## config.mk

```make
export PLATFORM = sky130hd
export DESIGN_NAME = serial_addsub_engine
export DESIGN_NICKNAME = d
export VERILOG_FILES = /design/src/rtl/serial_arith_pkg.sv /design/src/rtl/digit_adder.sv /design/src/rtl/serial_addsub_engine.sv
export SDC_FILE = /design/constraint.sdc
export NUM_CORES = 1
export LEC_CHECK = 0
export ABC_AREA = 1
export BUFFER_PORTS_ARGS = -buffer_cell sky130_fd_sc_hd__buf_4
export CAP_MARGIN = 25
export CORE_ASPECT_RATIO = 0.5
export CORE_MARGIN = 2
export CORE_UTILIZATION = 60
export CTS_CLUSTER_SIZE = 30
export DETAILED_ROUTE_END_ITERATION = 6
export PLACE_DENSITY = 0.89
export SLEW_MARGIN = 30
export SYNTH_ARGS = -nofsm -noshare
export SYNTH_HDL_FRONTEND = slang
export SYNTH_SLANG_ARGS = --single-unit
export TNS_END_PERCENT = 5
```

## constraint.sdc

```tcl
create_clock -name clk -period 5.7 [get_ports clk]
set_input_delay 0.57 -clock clk [delete_from_list [all_inputs] [get_ports clk]]
set_output_delay 0.57 -clock clk [all_outputs]
set_load 0.05 [all_outputs]
```

## src/rtl/serial_arith_pkg.sv

```systemverilog
// Shared definitions for the digit-serial add/subtract engine:
// FSM state encoding, counter sizing and parameter legality helpers.
package serial_arith_pkg;

  typedef enum logic [1:0] {
    ST_IDLE = 2'd0,
    ST_RUN  = 2'd1,
    ST_DONE = 2'd2
  } state_e;

  // A one-digit operation still needs a 1-bit counter to exist.
  function automatic int count_width(input int n);
    return (n <= 1) ? 1 : $clog2(n);
  endfunction

  function automatic bit digit_ok(input int width, input int digit);
    return (digit >= 1) && (digit <= width) && ((width % digit) == 0);
  endfunction

endpackage

```

## src/rtl/digit_adder.sv

```systemverilog
// DIGIT-bit ripple-carry adder; also exposes the carry entering the top bit
// so the caller can form the two's-complement overflow flag.
module digit_adder #(
  parameter int D = 1
) (
  input  logic [D-1:0] x,
  input  logic [D-1:0] y,
  input  logic         cin,
  output logic [D-1:0] s,
  output logic         cout,
  output logic         c_into_msb
);

  logic c;
  logic c_msb;

  always_comb begin
    c     = cin;
    c_msb = cin;
    s     = '0;
    for (int i = 0; i < D; i++) begin
      if (i == D - 1) c_msb = c;
      s[i] = x[i] ^ y[i] ^ c;
      c    = (x[i] & y[i]) | (c & (x[i] ^ y[i]));
    end
    cout       = c;
    c_into_msb = c_msb;
  end

endmodule

```

## src/rtl/serial_addsub_engine.sv

```systemverilog
// Digit-serial adder/subtractor: DIGIT bits per clock, start/busy/done
// handshake, carry-out and signed-overflow flags.
module serial_addsub_engine
  import serial_arith_pkg::*;
#(
  parameter int WIDTH = 16,
  parameter int DIGIT = 1
) (
  input  logic             clk,
  input  logic             rst,
  input  logic             start,
  input  logic             sub,
  input  logic [WIDTH-1:0] a,
  input  logic [WIDTH-1:0] b,
  output logic             busy,
  output logic             done,
  output logic [WIDTH-1:0] sum,
  output logic             cout,
  output logic             ovf
);

  localparam int NDIG = WIDTH / DIGIT;
  localparam int CW   = count_width(NDIG);
  localparam logic [CW-1:0] LAST = CW'(NDIG - 1);

  generate
    if (!digit_ok(WIDTH, DIGIT)) begin : g_param_check
      $error("serial_addsub_engine: WIDTH must be a positive multiple of DIGIT");
    end
  endgenerate

  state_e           state_q;
  logic [CW-1:0]    cnt_q;
  logic             carry_q;
  logic [WIDTH-1:0] a_sr_q, b_sr_q, r_sr_q;
  logic [WIDTH-1:0] sum_q;
  logic             cout_q, ovf_q, busy_q, done_q;

  logic [DIGIT-1:0] dig_sum;
  logic             dig_cout, dig_cmsb;
  logic [WIDTH-1:0] a_sr_d, b_sr_d, r_sr_d;

  digit_adder #(.D(DIGIT)) u_digit_adder (
    .x          (a_sr_q[DIGIT-1:0]),
    .y          (b_sr_q[DIGIT-1:0]),
    .cin        (carry_q),
    .s          (dig_sum),
    .cout       (dig_cout),
    .c_into_msb (dig_cmsb)
  );

  // Result enters at the MSB end so that after NDIG digits it is aligned.
  always_comb begin
    a_sr_d = a_sr_q >> DIGIT;
    b_sr_d = b_sr_q >> DIGIT;
    r_sr_d = WIDTH'({dig_sum, r_sr_q} >> DIGIT);
  end

  always_ff @(posedge clk or posedge rst) begin
    if (rst) begin
      state_q <= ST_IDLE;
      cnt_q   <= '0;
      carry_q <= 1'b0;
      a_sr_q  <= '0;
      b_sr_q  <= '0;
      r_sr_q  <= '0;
      sum_q   <= '0;
      cout_q  <= 1'b0;
      ovf_q   <= 1'b0;
      busy_q  <= 1'b0;
      done_q  <= 1'b0;
    end else begin
      case (state_q)
        ST_IDLE: begin
          done_q <= 1'b0;
          if (start) begin
            // Subtraction is a + ~b + 1; the +1 rides in as the first carry.
            a_sr_q  <= a;
            b_sr_q  <= sub ? ~b : b;
            carry_q <= sub;
            cnt_q   <= '0;
            busy_q  <= 1'b1;
            state_q <= ST_RUN;
          end
        end
        ST_RUN: begin
          a_sr_q  <= a_sr_d;
          b_sr_q  <= b_sr_d;
          r_sr_q  <= r_sr_d;
          carry_q <= dig_cout;
          cnt_q   <= cnt_q + 1'b1;
          if (cnt_q == LAST) begin
            sum_q   <= r_sr_d;
            cout_q  <= dig_cout;
            ovf_q   <= dig_cmsb ^ dig_cout;
            done_q  <= 1'b1;
            state_q <= ST_DONE;
          end
        end
        ST_DONE: begin
          done_q  <= 1'b0;
          busy_q  <= 1'b0;
          state_q <= ST_IDLE;
        end
        default: begin
          done_q  <= 1'b0;
          busy_q  <= 1'b0;
          state_q <= ST_IDLE;
        end
      endcase
    end
  end

  assign busy = busy_q;
  assign done = done_q;
  assign sum  = sum_q;
  assign cout = cout_q;
  assign ovf  = ovf_q;

endmodule

```

==> metrics.csv <==
stage,metric,value,unit
synth,sequential_share_of_the_synthesized_area,54.8,%
synth,ys_seq_elements,74,
critical_path,launch_point_of_the_worst_reg_to_reg_path,state_q[1],
sta,finalSetupViolCount,0,
floorplanning,chipWidth,110,um
critical_path,setup.worst_path.end_class,flop,
sta,final_min_period_over_clock_period,37.0,%
worst_hold_path,holdCritPathClass,in -> async,
sta,setup_tns,0,ns
pwr,peakVddDrop,0.373,mV
floorplanning,rows,19,
critical_path,critPathSlowestCell,sky130_fd_sc_hd__inv_2,
synth,post_synth_inst_count,420,
routing,drt_drc_violations_left,0,
grt,number_of_global_route_vias_before_repair,2591,
layout,final_instance_area,0.00413,mm2
sta,slew-limit-headroom,37.1,%
floorplanning,dieArea,0.00628,mm2
sta,final-hold-violation-count,0,
cts,tritoncts,built,
floorplanning,ios,56,
pwr,p_leak,2.28,nW
routing,detail_route.first_pass.iterations,5,
layout,n_antenna_cell,0,
critical_path,r2r.worst_path.cells,7,
sta,max_slew.worst_pin.slew,0.943,ns
grt,grt_pass1_wl,12000,um
routing,viasPerCell,5.22,
run,count_of_max_cap_constraint_violations,0,
cts,cts_inserted_buffers,9,
grt,overflow,0,
placement,dpl-instance-area,0.00376,mm2
floorplanning,start_util,61.8,%
synth,syn_avg_cell_area,8.04,um2
layout,layout.cells.most_common,sky130_fd_sc_hd__nand2_1,
floorplanning,die_height,57.1,um
routing,routedLengthMet1,3140,um
critical_path,regToRegEndpoint,cout,
synth,synth.distinct_cells,20,
cts,cts.repair_timing.setup_buffer_count,0,
floorplanning,core_region_area,0.00547,mm2
sta,unrepaired_setup_endpoints_after_global_routing,no,
routing,wirelength,7130,um
cts,cts-htree-levels,3,
synth,ys_warn_count,0,
layout,fillCellCount,384,
cts,clock_path_buffers,2,
routing,routed_wire_per_std_cell,13.1,um
grt,globalRouteTotalUtil,24.9,%
sta,clock_skew,0.00438,ns
layout,final_net_count,504,
routing,routed-wl-met2,3470,um
critical_path,timing.reg2reg.setup_slack,3.59,ns
critical_path,critical_path.max_stage_delay,0.69,ns
critical_path,cp_data_required_time,5.91,ns
sta,layout_min_cycle_time,2.11,ns
layout,layout-area-overhead-vs-synth,22.2,%
critical_path,critPathKind,reg -> reg,
grt,grt_max_degree,75,
layout,post_layout_nonfiller_instances,544,
routing,met3RoutedLength,438,um
synth,syn-num-nets,458,
sta,timing.final.max_slew_violations,0,
pwr,power_density,555,mW/mm2
cts,clk_pin_slew,0.06,ns
outcome,run_status,finished clean,
placement,dpl.cell_count,528,
routing,routed-via-count,2838,
layout,drive_gt1_share,17.6,%
critical_path,timing.critical_path.from_type,flop,
cts,postCtsHoldBufs,0,
cts,clk-insertion-delay-late,0.33,ns
routing,route.top_layer_used,met4,
cts,post_cts_resize_count,0,
synth,mappedNetlistArea,0.00338,mm2
layout,layout_common_cells,"sky130_fd_sc_hd__nand2_1 (213), sky130_fd_sc_hd__dfrtp_1 (74), sky130_fd_sc_hd__nand3_1 (70), sky130_fd_sc_hd__buf_4 (56), sky130_fd_sc_hd__inv_1 (19)",
placement,finalWeightedCongestion,0.758,
critical_path,worstPathMaxFanout,57,
cts,ctsRootBufferMaster,sky130_fd_sc_hd__clkbuf_16,
pwr,power.total,0.00229,W
cts,numClockSinks,74,
placement,io_buffer_count,55,
routing,number_of_routed_nets_with_antenna_violations,0,
routing,initial_detailed_routing_violation_count,324,
placement,dp_hpwl,4060,um
sta,max_freq,474,MHz
critical_path,worst-endpoint-arrival,2.32,ns
grt,antenna_found_initial,0,
critical_path,path_cells,"inv_2, nand2_2, buf_4, inv_2, nand2_4, nand2_1, nand2_1",
[where the power goes]
part / internal (W) / total, W / switching, W / leakage [nW]
Sequential: 0.000728 / 0.000870 / 0.000142 / 0.958
Combinational: 0.000235 / 0.000735 / 0.000500 / 1.15
Clock: 0.000471 / 0.000686 / 0.000214 / 0.176
Total: 0.00144 / 0.00229 / 0.000856 / 2.28
[state kept, by name (all words and copies together) (netlist names), 2 cells and up]
| signal | count |
|---|---|
| a_sr_q | 16 |
| b_sr_q | 16 |
| cnt_q | 4 |
| r_sr_q | 15 |
| state_q | 2 |
| sum | 16 |
[per-stage QoR]
step | util [%] | setup WS, ns | hold WS (ns)
after floorplan | - | 3.25 | 0.462
after global placement | 68.7 | 3.74 | 0.458
after CTS | 75.4 | 3.62 | 0.442
after global routing | 75.5 | 3.43 | 0.453
final | 75.5 | 3.59 | 0.388
after detailed placement | 68.7 | 3.66 | 0.462
[cell type report]
| type | instances | area, um2 | share of cell area, % |
|---|---|---|---|
| clock buffer | 9 | 225 | 5.46 |
| sequential | 74 | 1850 | 44.9 |
| tap | 73 | 91.3 | 2.21 |
| timing repair buffer | 57 | 432 | 10.5 |
| clock inverter | 7 | 141 | 3.43 |
| inverter | 22 | 82.6 | 2.00 |
| multi-input combinational | 302 | 1300 | 31.6 |
[Yosys cell counts]
| master | number | area (um2) |
|---|---|---|
| sky130_fd_sc_hd__buf_6 | 2 | 22.5 |
| sky130_fd_sc_hd__dfrtp_1 | 74 | 1850 |
| sky130_fd_sc_hd__o21ai_0 | 4 | 20.0 |
| sky130_fd_sc_hd__nor2_4 | 1 | 11.3 |
| sky130_fd_sc_hd__nor2_1 | 1 | 3.75 |
| sky130_fd_sc_hd__buf_2 | 12 | 60.1 |
| sky130_fd_sc_hd__buf_4 | 8 | 60.1 |
| sky130_fd_sc_hd__nand2_4 | 1 | 11.3 |
| sky130_fd_sc_hd__xor2_1 | 1 | 8.76 |
| sky130_fd_sc_hd__inv_2 | 2 | 7.51 |
| sky130_fd_sc_hd__nand3_1 | 70 | 350 |
| sky130_fd_sc_hd__fa_1 | 1 | 20.0 |
| sky130_fd_sc_hd__inv_1 | 20 | 75.1 |
| sky130_fd_sc_hd__nand4_1 | 1 | 6.26 |
| sky130_fd_sc_hd__nand3_2 | 1 | 10.0 |
| sky130_fd_sc_hd__ha_1 | 1 | 12.5 |
| sky130_fd_sc_hd__nand2_2 | 3 | 18.8 |
| sky130_fd_sc_hd__xnor2_1 | 2 | 17.5 |
| sky130_fd_sc_hd__o21a_1 | 1 | 7.51 |
| sky130_fd_sc_hd__nand2_1 | 214 | 803 |
[logic make-up after synthesis]
kind of cell             share of synthesized area (%)
AO/OA/AOI/OAI                                    0.815
XOR/XNOR                                         0.778
adder cells (fa/ha/maj)                          0.963
buffers and inverters                             6.67
flip-flops                                        54.8
AND/OR/NAND/NOR                                   36.0
[routing by layer]
metal,vias up,GRT usage [%]
li1,1405,-
met1,1321,33.7
met2,100,38.9
met3,12,8.69
met4,0,6.79
met5,-,0
[how the worst max path moves through the flow]
stage                      to  startpoint  cells after the start
floorplan           a_sr_q[0]         rst                      1
global placement       sum[3]  state_q[1]                      7
detailed placement       cout  state_q[1]                      7
CTS                      cout  state_q[1]                      7
global route          sum[14]  state_q[1]                      7
finish                   cout  state_q[1]                      7
[worst max-delay path: cells and delay by family (launching register included)]
family / cells / cell delay, ns
and+or+nand+nor: 4 / 0.50
buffers and inverters: 3 / 1.08
DFF: 1 / 0.39
Note: power is estimated with default switching activity, not from simulation.
